==> src/rtl/sargantana_icache_pkg.sv <==
// Shared types and constants for the instruction-cache set RAM controller.
package sargantana_icache_pkg;

  typedef enum logic {
    IDLE  = 1'b0,
    FLUSH = 1'b1
  } ctrl_state_t;

  localparam int unsigned STARVE_LIMIT = 4;

endpackage

==> src/rtl/sargantana_set_ram_ctrl.sv <==
// Arbitrates lookup reads and refill writes onto one set RAM port and runs a full
// zero-write invalidation sweep. SARGANTANA_SET_RAM_CTRL_STARVE_EN adds lookup anti-starvation.
module sargantana_set_ram_ctrl
  import sargantana_icache_pkg::*;
#(
  parameter int unsigned ICACHE_DEPTH = 64,
  parameter int unsigned SET_WIDHT    = 256,
  parameter int unsigned ADDR_WIDHT   = 6
) (
  input  logic                  clk_i,
  input  logic                  rst_i,
  input  logic                  flush_i,
  output logic                  flush_busy_o,
  output logic                  flush_done_o,
  input  logic                  lu_req_i,
  input  logic [ADDR_WIDHT-1:0] lu_addr_i,
  output logic                  lu_gnt_o,
  output logic                  lu_rvalid_o,
  output logic [SET_WIDHT-1:0]  lu_rdata_o,
  input  logic                  rf_req_i,
  input  logic [ADDR_WIDHT-1:0] rf_addr_i,
  input  logic [SET_WIDHT-1:0]  rf_data_i,
  output logic                  rf_gnt_o,
  output logic                  ram_req_o,
  output logic                  ram_we_o,
  output logic [ADDR_WIDHT-1:0] ram_addr_o,
  output logic [SET_WIDHT-1:0]  ram_wdata_o,
  input  logic [SET_WIDHT-1:0]  ram_rdata_i
);

  ctrl_state_t           state_q, state_d;
  logic [ADDR_WIDHT-1:0] flush_cnt_q, flush_cnt_d;
  logic                  flush_done_q, flush_done_d;
  logic                  lu_rvalid_q;
  logic                  rf_gnt, lu_gnt, lu_wins;

`ifdef SARGANTANA_SET_RAM_CTRL_STARVE_EN
  // The counter wraps on the STARVE_LIMIT-th refill grant and starve_q remembers it,
  // so the next contended cycle goes to the lookup.
  logic [1:0] starve_cnt_q, starve_cnt_d;
  logic       starve_q, starve_d;

  assign lu_wins = starve_q;

  always_comb begin
    starve_cnt_d = starve_cnt_q;
    starve_d     = starve_q;
    if (!lu_req_i || lu_gnt) begin
      starve_cnt_d = 2'd0;
      starve_d     = 1'b0;
    end else if (rf_gnt) begin
      if (starve_cnt_q == 2'(STARVE_LIMIT - 1)) begin
        starve_cnt_d = 2'd0;
        starve_d     = 1'b1;
      end else begin
        starve_cnt_d = starve_cnt_q + 2'd1;
      end
    end
  end

  always_ff @(posedge clk_i or posedge rst_i) begin
    if (rst_i) begin
      starve_cnt_q <= 2'd0;
      starve_q     <= 1'b0;
    end else begin
      starve_cnt_q <= starve_cnt_d;
      starve_q     <= starve_d;
    end
  end
`else
  assign lu_wins = 1'b0;
`endif

  always_comb begin
    state_d      = state_q;
    flush_cnt_d  = flush_cnt_q;
    flush_done_d = 1'b0;
    rf_gnt       = 1'b0;
    lu_gnt       = 1'b0;
    ram_req_o    = 1'b0;
    ram_we_o     = 1'b0;
    ram_addr_o   = lu_addr_i;
    ram_wdata_o  = rf_data_i;
    case (state_q)
      IDLE: begin
        lu_gnt     = lu_req_i && (!rf_req_i || lu_wins);
        rf_gnt     = rf_req_i && !lu_gnt;
        ram_req_o  = rf_gnt || lu_gnt;
        ram_we_o   = rf_gnt;
        ram_addr_o = rf_gnt ? rf_addr_i : lu_addr_i;
        if (flush_i) state_d = FLUSH;
      end
      FLUSH: begin
        ram_req_o   = 1'b1;
        ram_we_o    = 1'b1;
        ram_addr_o  = flush_cnt_q;
        ram_wdata_o = '0;
        if (flush_cnt_q == ADDR_WIDHT'(ICACHE_DEPTH - 1)) begin
          state_d      = IDLE;
          flush_cnt_d  = '0;
          flush_done_d = 1'b1;
        end else begin
          flush_cnt_d = flush_cnt_q + ADDR_WIDHT'(1);
        end
      end
      default: state_d = IDLE;
    endcase
  end

  always_ff @(posedge clk_i or posedge rst_i) begin
    if (rst_i) begin
      state_q      <= IDLE;
      flush_cnt_q  <= '0;
      flush_done_q <= 1'b0;
      lu_rvalid_q  <= 1'b0;
    end else begin
      state_q      <= state_d;
      flush_cnt_q  <= flush_cnt_d;
      flush_done_q <= flush_done_d;
      lu_rvalid_q  <= lu_gnt;
    end
  end

  assign rf_gnt_o     = rf_gnt;
  assign lu_gnt_o     = lu_gnt;
  assign lu_rvalid_o  = lu_rvalid_q;
  assign lu_rdata_o   = ram_rdata_i;
  assign flush_busy_o = (state_q == FLUSH);
  assign flush_done_o = flush_done_q;

endmodule

==> config.mk <==
export PLATFORM = sky130hd
export DESIGN_NAME = sargantana_set_ram_ctrl
export DESIGN_NICKNAME = d
export VERILOG_FILES = /design/src/rtl/sargantana_icache_pkg.sv /design/src/rtl/sargantana_set_ram_ctrl.sv
export SDC_FILE = /design/constraint.sdc
export NUM_CORES = 1
export LEC_CHECK = 0
export BUFFER_PORTS_ARGS = -buffer_cell sky130_fd_sc_hd__buf_4
export CORE_AREA = 2 2 412 414
export DETAILED_ROUTE_END_ITERATION = 7
export DIE_AREA = 0 0 414 416
export GPL_TIMING_DRIVEN = 0
export PLACE_DENSITY = 0.32
export SLEW_MARGIN = 30
export SYNTH_ARGS = -nofsm -noshare
export SYNTH_HDL_FRONTEND = slang
export SYNTH_SLANG_ARGS = --single-unit
==> constraint.sdc <==
create_clock -name clk_i -period 3 [get_ports clk_i]
set_input_delay 0.45 -clock clk_i [delete_from_list [all_inputs] [get_ports clk_i]]
set_output_delay 0.45 -clock clk_i [all_outputs]
set_load 0.005 [all_outputs]
After elaboration in Yosys (flattened, before gate mapping)
Cells that the tools add are included.

Bits in registers: 9. Input port bits: 529. Output and inout port bits: 525. Word-level logic and storage cells: 25.

Add/sub/neg operators: 1. Eq/ne operators: 1. Multiplexer cells: 13. Bitwise logic cells: 1. Reduce and logical (&&, ||, !) cells: 5.

Operators by type and width (count): 2-to-1 mux 256 bit (1); 2-to-1 mux 6 bit (2); case mux 6 bit (2 select lines) (1); adder 6 x 1 -> 6 bit, second input constant (1); == test 6 bit, second input constant (1); 2-to-1 mux 1 bit (6); case mux 1 bit (2 select lines) (3); logical AND 1 bit (2); zero test 1 bit (2); logical OR 1 bit (1); NOT 1 bit (1).

Depth between registers and ports, before layout
Gate-level depths: netlist of run 1.

Depth after elaboration: 6. Mapped depth: 4. Mapped depth without buffers: 4.

Worst setup path before layout of run 1
No wires, ideal clock.

Path kind: input port to output port. From: in rf_req_i. To: out lu_gnt_o. Arrival: 1051 ps. Slack: 1499 ps. Cell stages on the path: 3. Path buffers: 1. Cell sequence: buf_2 -> or2_2 -> nor2_1.

Longest elaborated chain between the ends: 3.

RTL lines: from (decl) (RTL line sargantana_set_ram_ctrl.sv:20) `input logic rf_req_i,`; zero test 1 bit (RTL line sargantana_set_ram_ctrl.sv:86) `lu_gnt = lu_req_i && (!rf_req_i || lu_wins);`; logical AND 1 bit (RTL line sargantana_set_ram_ctrl.sv:86); 2-to-1 mux 1 bit (RTL line sargantana_set_ram_ctrl.sv:84) `case (state_q)`; to (decl) (RTL line sargantana_set_ram_ctrl.sv:17) `output logic lu_gnt_o,`.

Every way passes these cells.

Worst setup path after layout of run 1
From: reg state_q (netlist: flush_busy_o). To: out ram_wdata_o[115].

Longest elaborated chain between the ends: 1.

RTL lines: from (decl) (RTL line sargantana_set_ram_ctrl.sv:31) `ctrl_state_t state_q, state_d;`; from (signal assigned) (RTL line sargantana_set_ram_ctrl.sv:117) `state_q <= state_d;`; 2-to-1 mux 256 bit (RTL line sargantana_set_ram_ctrl.sv:84); to (decl) (RTL line sargantana_set_ram_ctrl.sv:27) `output logic [SET_WIDHT-1:0] ram_wdata_o,`.

Every way passes these cells.

==> results of run 1 <==
-- critical path, delay by kind of cell, from the launching register on --
family | cells | cell delay [ps]
simple gates | 1 | 380
buf+inv | 4 | 1050
flops | 1 | 400
-- power by group --
part	internal [W]	switching, W
logic	0.00104	0.000724
registers	0.000166	0.0000588
clock network	0.000177	0.0000714
total	0.00138	0.000854
-- logic make-up after synthesis --
logic type	Yosys count
adder cells (fa/ha/maj)	1
multiplexers	5
AND/OR/NAND/NOR	283
buffers and inverters	293
flip-flops	9
XOR/XNOR	2
AO/OA/AOI/OAI	13
-- cell type report --
| cell class | instances | area, um2 |
|---|---|---|
| Antenna cell | 11 | 27.5 |
| Buffer | 289 | 2110 |
| Clock buffer | 3 | 75.1 |
| Clock inverter | 1 | 5.00 |
| Fill cell | 19800 | 155000 |
| Inverter | 4 | 15.0 |
| Multi-Input combinational cell | 304 | 1890 |
| Sequential cell | 9 | 225 |
| Tap cell | 2218 | 2780 |
| Timing Repair Buffer | 796 | 5980 |
-- sequential cells by signal (all words and copies together) (netlist names) --
name and count:
flush_busy_o 1, flush_done_o 1, lu_rvalid_o 1, flush_cnt_q 6
-- worst min path at each step --
stage | start | to | slack, ps
6_report | rst_i | lu_rvalid_o | 230
5_1_grt | rst_i | lu_rvalid_o | 290
4_1_cts | rst_i | lu_rvalid_o | 280
3_5_place_dp | flush_cnt_q[5] | flush_cnt_q[5] | 520
3_3_place_gp | flush_cnt_q[5] | flush_cnt_q[5] | 520
2_1_floorplan | rst_i | flush_busy_o | 280
-- placed cells by master, fill, tap and decap left out --
cell,netlist,final
a21oi_1,2,2
xnor2_1,2,2
nand3_1,2,2
nand2b_1,2,2
o21ai_0,7,7
nand2_1,10,10
clkinv_2,0,1
o221ai_1,1,1
dfrtp_1,9,9
or3_1,1,1
o22ai_1,1,1
clkbuf_16,0,3
a211oi_1,1,1
o31ai_1,1,1
buf_2,21,21
nand4_1,3,3
mux2i_1,5,5
and2_1,1,1
inv_1,4,4
nor2b_1,259,259
buf_4,267,1063
nor2_1,4,4
diode_2,0,11
clkbuf_2,1,1
ha_1,1,1
or2_2,1,1
-- through the flow --
stage | worst slack (ps) | hold slack [ps]
after floorplan | 1500 | 278
after CTS | 121 | 284
after detailed placement | 394 | 517
final | 438 | 231
after global routing | 160 | 287
after global placement | 444 | 523
-- per-layer routing --
metal / GRT usage [%] / vias to the layer above
met4: 1.22 / 4
met1: 9.46 / 3044
li1: - / 3177
met3: 2.86 / 116
met5: 0 / -
met2: 13.3 / 543
==> impl_metrics.py, run 1 <==
metrics = {
    "outcome": {
        "outcome": "finished, final reports clean",
    },
    "critical_path": {
        "worstPathArrival_ps": 2110,
        "cpMaxStageDelayCell": "dfrtp_1",
        "r2r-end": "flush_cnt_q[3]",
        "reg2reg_slack_ps": 1480,
        "slowest_delay_ps": 400,
        "cp-start-kind": "flip-flop",
        "crit_end": "ram_wdata_o[115]",
        "crit_type": "reg2out",
        "cp.required_ps": 2550,
        "cp-startpoint": "flush_busy_o",
        "r2r_start": "flush_busy_o",
        "cpMostUsedCell": "buf_4",
        "crit_chain": "buf_2 -> buf_4 -> buf_4 -> nor2b_1 -> buf_4",
        "cp_max_fo": 11,
        "cp-end-kind": "output pin",
        "worstRegToRegCells": 3,
    },
    "yosys": {
        "netlist_instances": 606,
        "yosys_register_bits": 9,
        "synth_top_family_by_area": "buffers and inverters",
        "synth_most_common_cell": "buf_4",
        "synth_top_area_cell": "buf_4",
        "synth_compound_area_share_pct": 1.77,
        "yosysUniqueCellTypes": 23,
        "avgSynthCellArea_um2": 7.00,
        "synthAdderAreaFrac_pct": 0.295,
        "yosysTopAreaCellShare_pct": 47.2,
        "async_flop_share_pct": 100,
        "synth.area.top_cells": "buf_4 (47%), nor2b_1 (38%), dfrtp_1 (5.3%)",
        "synth-simple-area-share_pct": 40.8,
        "ys_warn_count": 0,
        "syn-cell-area_um2": 4240,
        "syn_nets": 1136,
        "ys_top_cells_by_count": "buf_4 (267), nor2b_1 (259), buf_2 (21)",
        "seq_area_frac_synth_pct": 5.31,
        "synth-edff-count": 0,
        "muxShareOfSynthArea_pct": 1.18,
        "ys.flop_type": "dfrtp_1",
        "synthXorXnorAreaFrac_pct": 0.413,
    },
    "clock_network": {
        "clock_latency_ps": 240,
        "post_cts_buffers": 0,
        "cts_resized": 0,
        "root_buffer": "clkbuf_16",
        "cts_hold_buf": 0,
        "cts.sinks": 9,
        "path_clk_slew_ps": 40,
        "cts_buffers": 3,
        "cts_tree": "built",
        "htreeDepth": 1,
        "cts.path.max_buffers": 2,
    },
    "route": {
        "routedWlPerCell_um": 19.7,
        "antenna_left": 0,
        "wl_met3_um": 6730,
        "top_layer": "met5",
        "drtIter0Drc": 258,
        "route.met2.wl_um": 34100,
        "wl_um": 71600,
        "drcViolationCount": 0,
        "viasPerCell": 1.89,
        "wl_met1_um": 29100,
        "vias": 6884,
        "firstDrtPassIters": 4,
    },
    "timing": {
        "relSlewSlack_pct": 58.4,
        "hold_viol_final": 0,
        "fmax_mhz": 390,
        "slew_violations": 0,
        "timing.final.crit_share_pct": 85.4,
        "tightest_slew_ps": 624,
        "tns_ps": 0,
        "grt_setup_unrepaired": "no",
        "min_period_ps": 2560,
        "skew_ps": 3.21,
        "setup_viol": 0,
    },
    "global_route": {
        "grt_max_degree": 11,
        "grt_pass1_wl_um": 85200,
        "grt.total_usage_pct": 7.79,
        "grt_pass1_vias": 6960,
        "grt-ovfl-total": 0,
        "antenna_found_initial": 61,
    },
    "floorplan": {
        "fp.dieArea_um2": 172000,
        "rows": 151,
        "start_util_pct": 2.52,
        "pin_count": 1054,
        "coreArea_um2": 168000,
        "die_h_um": 416,
        "dieWidth_um": 414,
    },
    "pwr": {
        "vdd_drop_max_uv": 144,
        "powerDensity_nw_per_um2": 171,
        "leakage_nw": 6.02,
        "p_total_w": 0.00224,
    },
    "final_layout": {
        "drive_above_1_share_pct": 77.5,
        "fin_cells": 3635,
        "area_growth_pct": 209,
        "layout.nets": 1937,
        "stdcell_area_um2": 13100,
        "final_core_util_pct": 7.79,
    },
    "place": {
        "port_buffers": 796,
        "gp_congestion": 0.927,
        "dp_hpwl_um": 68600,
        "placedCellCount": 3620,
        "dpl-instance-area_um2": 13000,
    },
    "min_path": {
        "hold_class": "in2async",
    },
    "run": {
        "maxCapViolCount": 0,
    },
}
No activity file was read; power rests on OpenSTA's default activity.
==> run 2: changes to the inputs <==
--- a/config.mk
+++ b/config.mk
@@ -6,11 +6,14 @@
 export NUM_CORES = 1
 export LEC_CHECK = 0
 export BUFFER_PORTS_ARGS = -buffer_cell sky130_fd_sc_hd__buf_4
-export CORE_AREA = 2 2 412 414
+export CELL_PAD_IN_SITES_DETAIL_PLACEMENT = 0
+export CELL_PAD_IN_SITES_GLOBAL_PLACEMENT = 1
+export CORE_AREA = 2 2 409 411
+export CTS_CLUSTER_SIZE = 14
 export DETAILED_ROUTE_END_ITERATION = 7
-export DIE_AREA = 0 0 414 416
+export DIE_AREA = 0 0 411 413
 export GPL_TIMING_DRIVEN = 0
-export PLACE_DENSITY = 0.32
+export PLACE_DENSITY = 0.4
 export SLEW_MARGIN = 30
 export SYNTH_ARGS = -nofsm -noshare
 export SYNTH_HDL_FRONTEND = slang
==> run 2 against run 1 <==
Clock power down 2%. Core utilization up 0.11 points. First-iteration DRC count up 14%. Critical path type unchanged.
==> impl_metrics.py, run 2 (synthesis gave the netlist of run 1 again) <==
metrics = {
    "outcome": {
        "outcome": "finished, final reports clean",
    },
    "clock_network": {
        "cts_buffers": 3,
        "cts.sinks": 9,
        "cts_tree": "built",
        "path_clk_slew_ps": 40,
        "cts_hold_buf": 0,
        "cts_resized": 0,
        "post_cts_buffers": 0,
        "clock_latency_ps": 240,
        "root_buffer": "clkbuf_16",
        "htreeDepth": 1,
        "cts.path.max_buffers": 2,
    },
    "floorplan": {
        "dieWidth_um": 411,
        "rows": 150,
        "fp.dieArea_um2": 170000,
        "pin_count": 1054,
        "coreArea_um2": 166000,
        "die_h_um": 413,
        "start_util_pct": 2.56,
    },
    "final_layout": {
        "drive_above_1_share_pct": 77.5,
        "final_cell_mix": "buf_4 (1,063), nor2b_1 (259), buf_2 (21)",
        "layout.nets": 1937,
        "area_growth_pct": 209,
        "regMostFlops": "flush_cnt_q",
        "final_common_cell": "buf_4",
        "largest_reg_flops": 6,
    },
    "pwr": {
        "vdd_drop_max_uv": 137,
        "internal_power_w": 0.00139,
        "power_frac_clock_pct": 10.5,
        "powerDensity_nw_per_um2": 177,
        "switchingPower_w": 0.000935,
        "swShare_pct": 40.2,
        "leakage_nw": 6.02,
        "power.share.sequential_pct": 9.9,
        "p_comb_share_pct": 79.7,
        "p_total_w": 0.00232,
    },
    "critical_path": {
        "critical_path_buf_inv_count": 4,
        "cp.required_ps": 2550,
        "path_delay_family": "buffers and inverters",
        "slowest_delay_ps": 550,
        "crit_type": "reg2out",
        "worstPathArrival_ps": 2230,
        "r2r_start": "flush_cnt_q[0]",
        "crit_end": "ram_wdata_o[135]",
        "reg2reg_slack_ps": 1520,
        "cpMostUsedCell": "buf_4",
        "cp_max_fo": 10,
        "cpMaxStageDelayCell": "nor2b_1",
        "worstRegToRegCells": 4,
        "cp-startpoint": "flush_busy_o",
        "cp-end-kind": "output pin",
        "cp-start-kind": "flip-flop",
        "crit_chain": "buf_2 -> buf_4 -> buf_4 -> nor2b_1 -> buf_4",
        "worst-path-stages": 5,
        "r2r-end": "flush_cnt_q[3]",
    },
    "timing": {
        "grt_setup_unrepaired": "no",
        "slew_violations": 0,
        "relSlewSlack_pct": 53.3,
        "tightest_slew_ps": 700,
        "tns_ps": 0,
        "whs_ps": 208,
        "timing.final.crit_share_pct": 89.3,
        "fmax_mhz": 373,
        "skew_ps": 0.874,
        "setup_viol": 0,
        "hold_viol_final": 0,
        "min_period_ps": 2680,
    },
    "global_route": {
        "grt-ovfl-total": 0,
        "grt_pass1_vias": 6976,
        "grt_max_degree": 11,
        "grt.total_usage_pct": 9.90,
        "antenna_found_initial": 119,
        "grt_pass1_wl_um": 102000,
    },
    "route": {
        "routedWlPerCell_um": 24.8,
        "vias": 7213,
        "antenna_left": 0,
        "drcViolationCount": 0,
        "drtIter0Drc": 295,
        "wl_um": 90200,
        "viasPerCell": 1.99,
        "firstDrtPassIters": 5,
    },
    "place": {
        "port_buffers": 796,
        "gp_congestion": 0.925,
        "dp_hpwl_um": 86900,
    },
    "min_path": {
        "hold_class": "in2async",
    },
    "run": {
        "maxCapViolCount": 0,
    },
}
[run 2: cell count changes in the layout (fill, tap and decap cells not counted), sizes merged]
cell    previous run  this run
diode             11        19
clkbuf             4         5
clkinv             1         0
[run 2: layer usage]
| metal | vias up | global-route usage [%] | wire [um] |
|---|---|---|---|
| met1 | 3151 | 9.61 | 28700 |
| met2 | 674 | 19.5 | 48600 |
| met4 | 2 | 0.878 | 1880 |
| met3 | 200 | 4.60 | 11000 |
| met5 | - | 0 | 13 |
| li1 | 3186 | - | - |
[run 2: worst min-delay path by stage]
stage,from,to,slack [ps],cells past startpoint
after floorplan,rst_i,flush_busy_o,280,1
after global placement,rst_i,flush_cnt_q[2],480,2
after detailed placement,rst_i,flush_cnt_q[5],480,2
after CTS,rst_i,lu_rvalid_o,230,2
after global routing,rst_i,lu_rvalid_o,250,2
final,rst_i,flush_cnt_q[5],210,2
[run 2: layout make-up]
class                           count  area, um2
Multi-Input combinational cell    304       1890
Tap cell                         2204       2760
Inverter                            4       15.0
Buffer                            289       2110
Sequential cell                     9        225
Clock buffer                        4       78.8
Antenna cell                       19       47.5
Fill cell                       19600     153000
Timing Repair Buffer              796       5980
[run 2: power groups by stage]
stage | Sequential, W | Clock (W) | Combinational, W
2_1_floorplan | 0.000207 | 0 | 0.000664
3_3_place_gp | 0.000228 | 0 | 0.00192
6_report | 0.000230 | 0.000243 | 0.00185
5_1_grt | 0.000240 | 0.000251 | 0.00202
4_1_cts | 0.000229 | 0.000250 | 0.00191
3_5_place_dp | 0.000230 | 0 | 0.00191
[run 2: stage by stage]
stage / utilization [%] / instance area (um2) / instances / setup slack [ps]
finish: 7.90 / 13100 / 3629 / 320
global route: 7.87 / 13100 / 3613 / 258
detailed placement: 7.82 / 13000 / 3606 / 466
floorplan: - / 4240 / 606 / 1500
global placement: 7.82 / 13000 / 3606 / 454
CTS: 7.87 / 13100 / 3610 / 206
[run 2: worst register-to-register path: stages (launching register included)]
cell and delay [ps]:
dfrtp_1 500, ha_1 280, nand2_1 70, nor2_1 300, o221ai_1 180
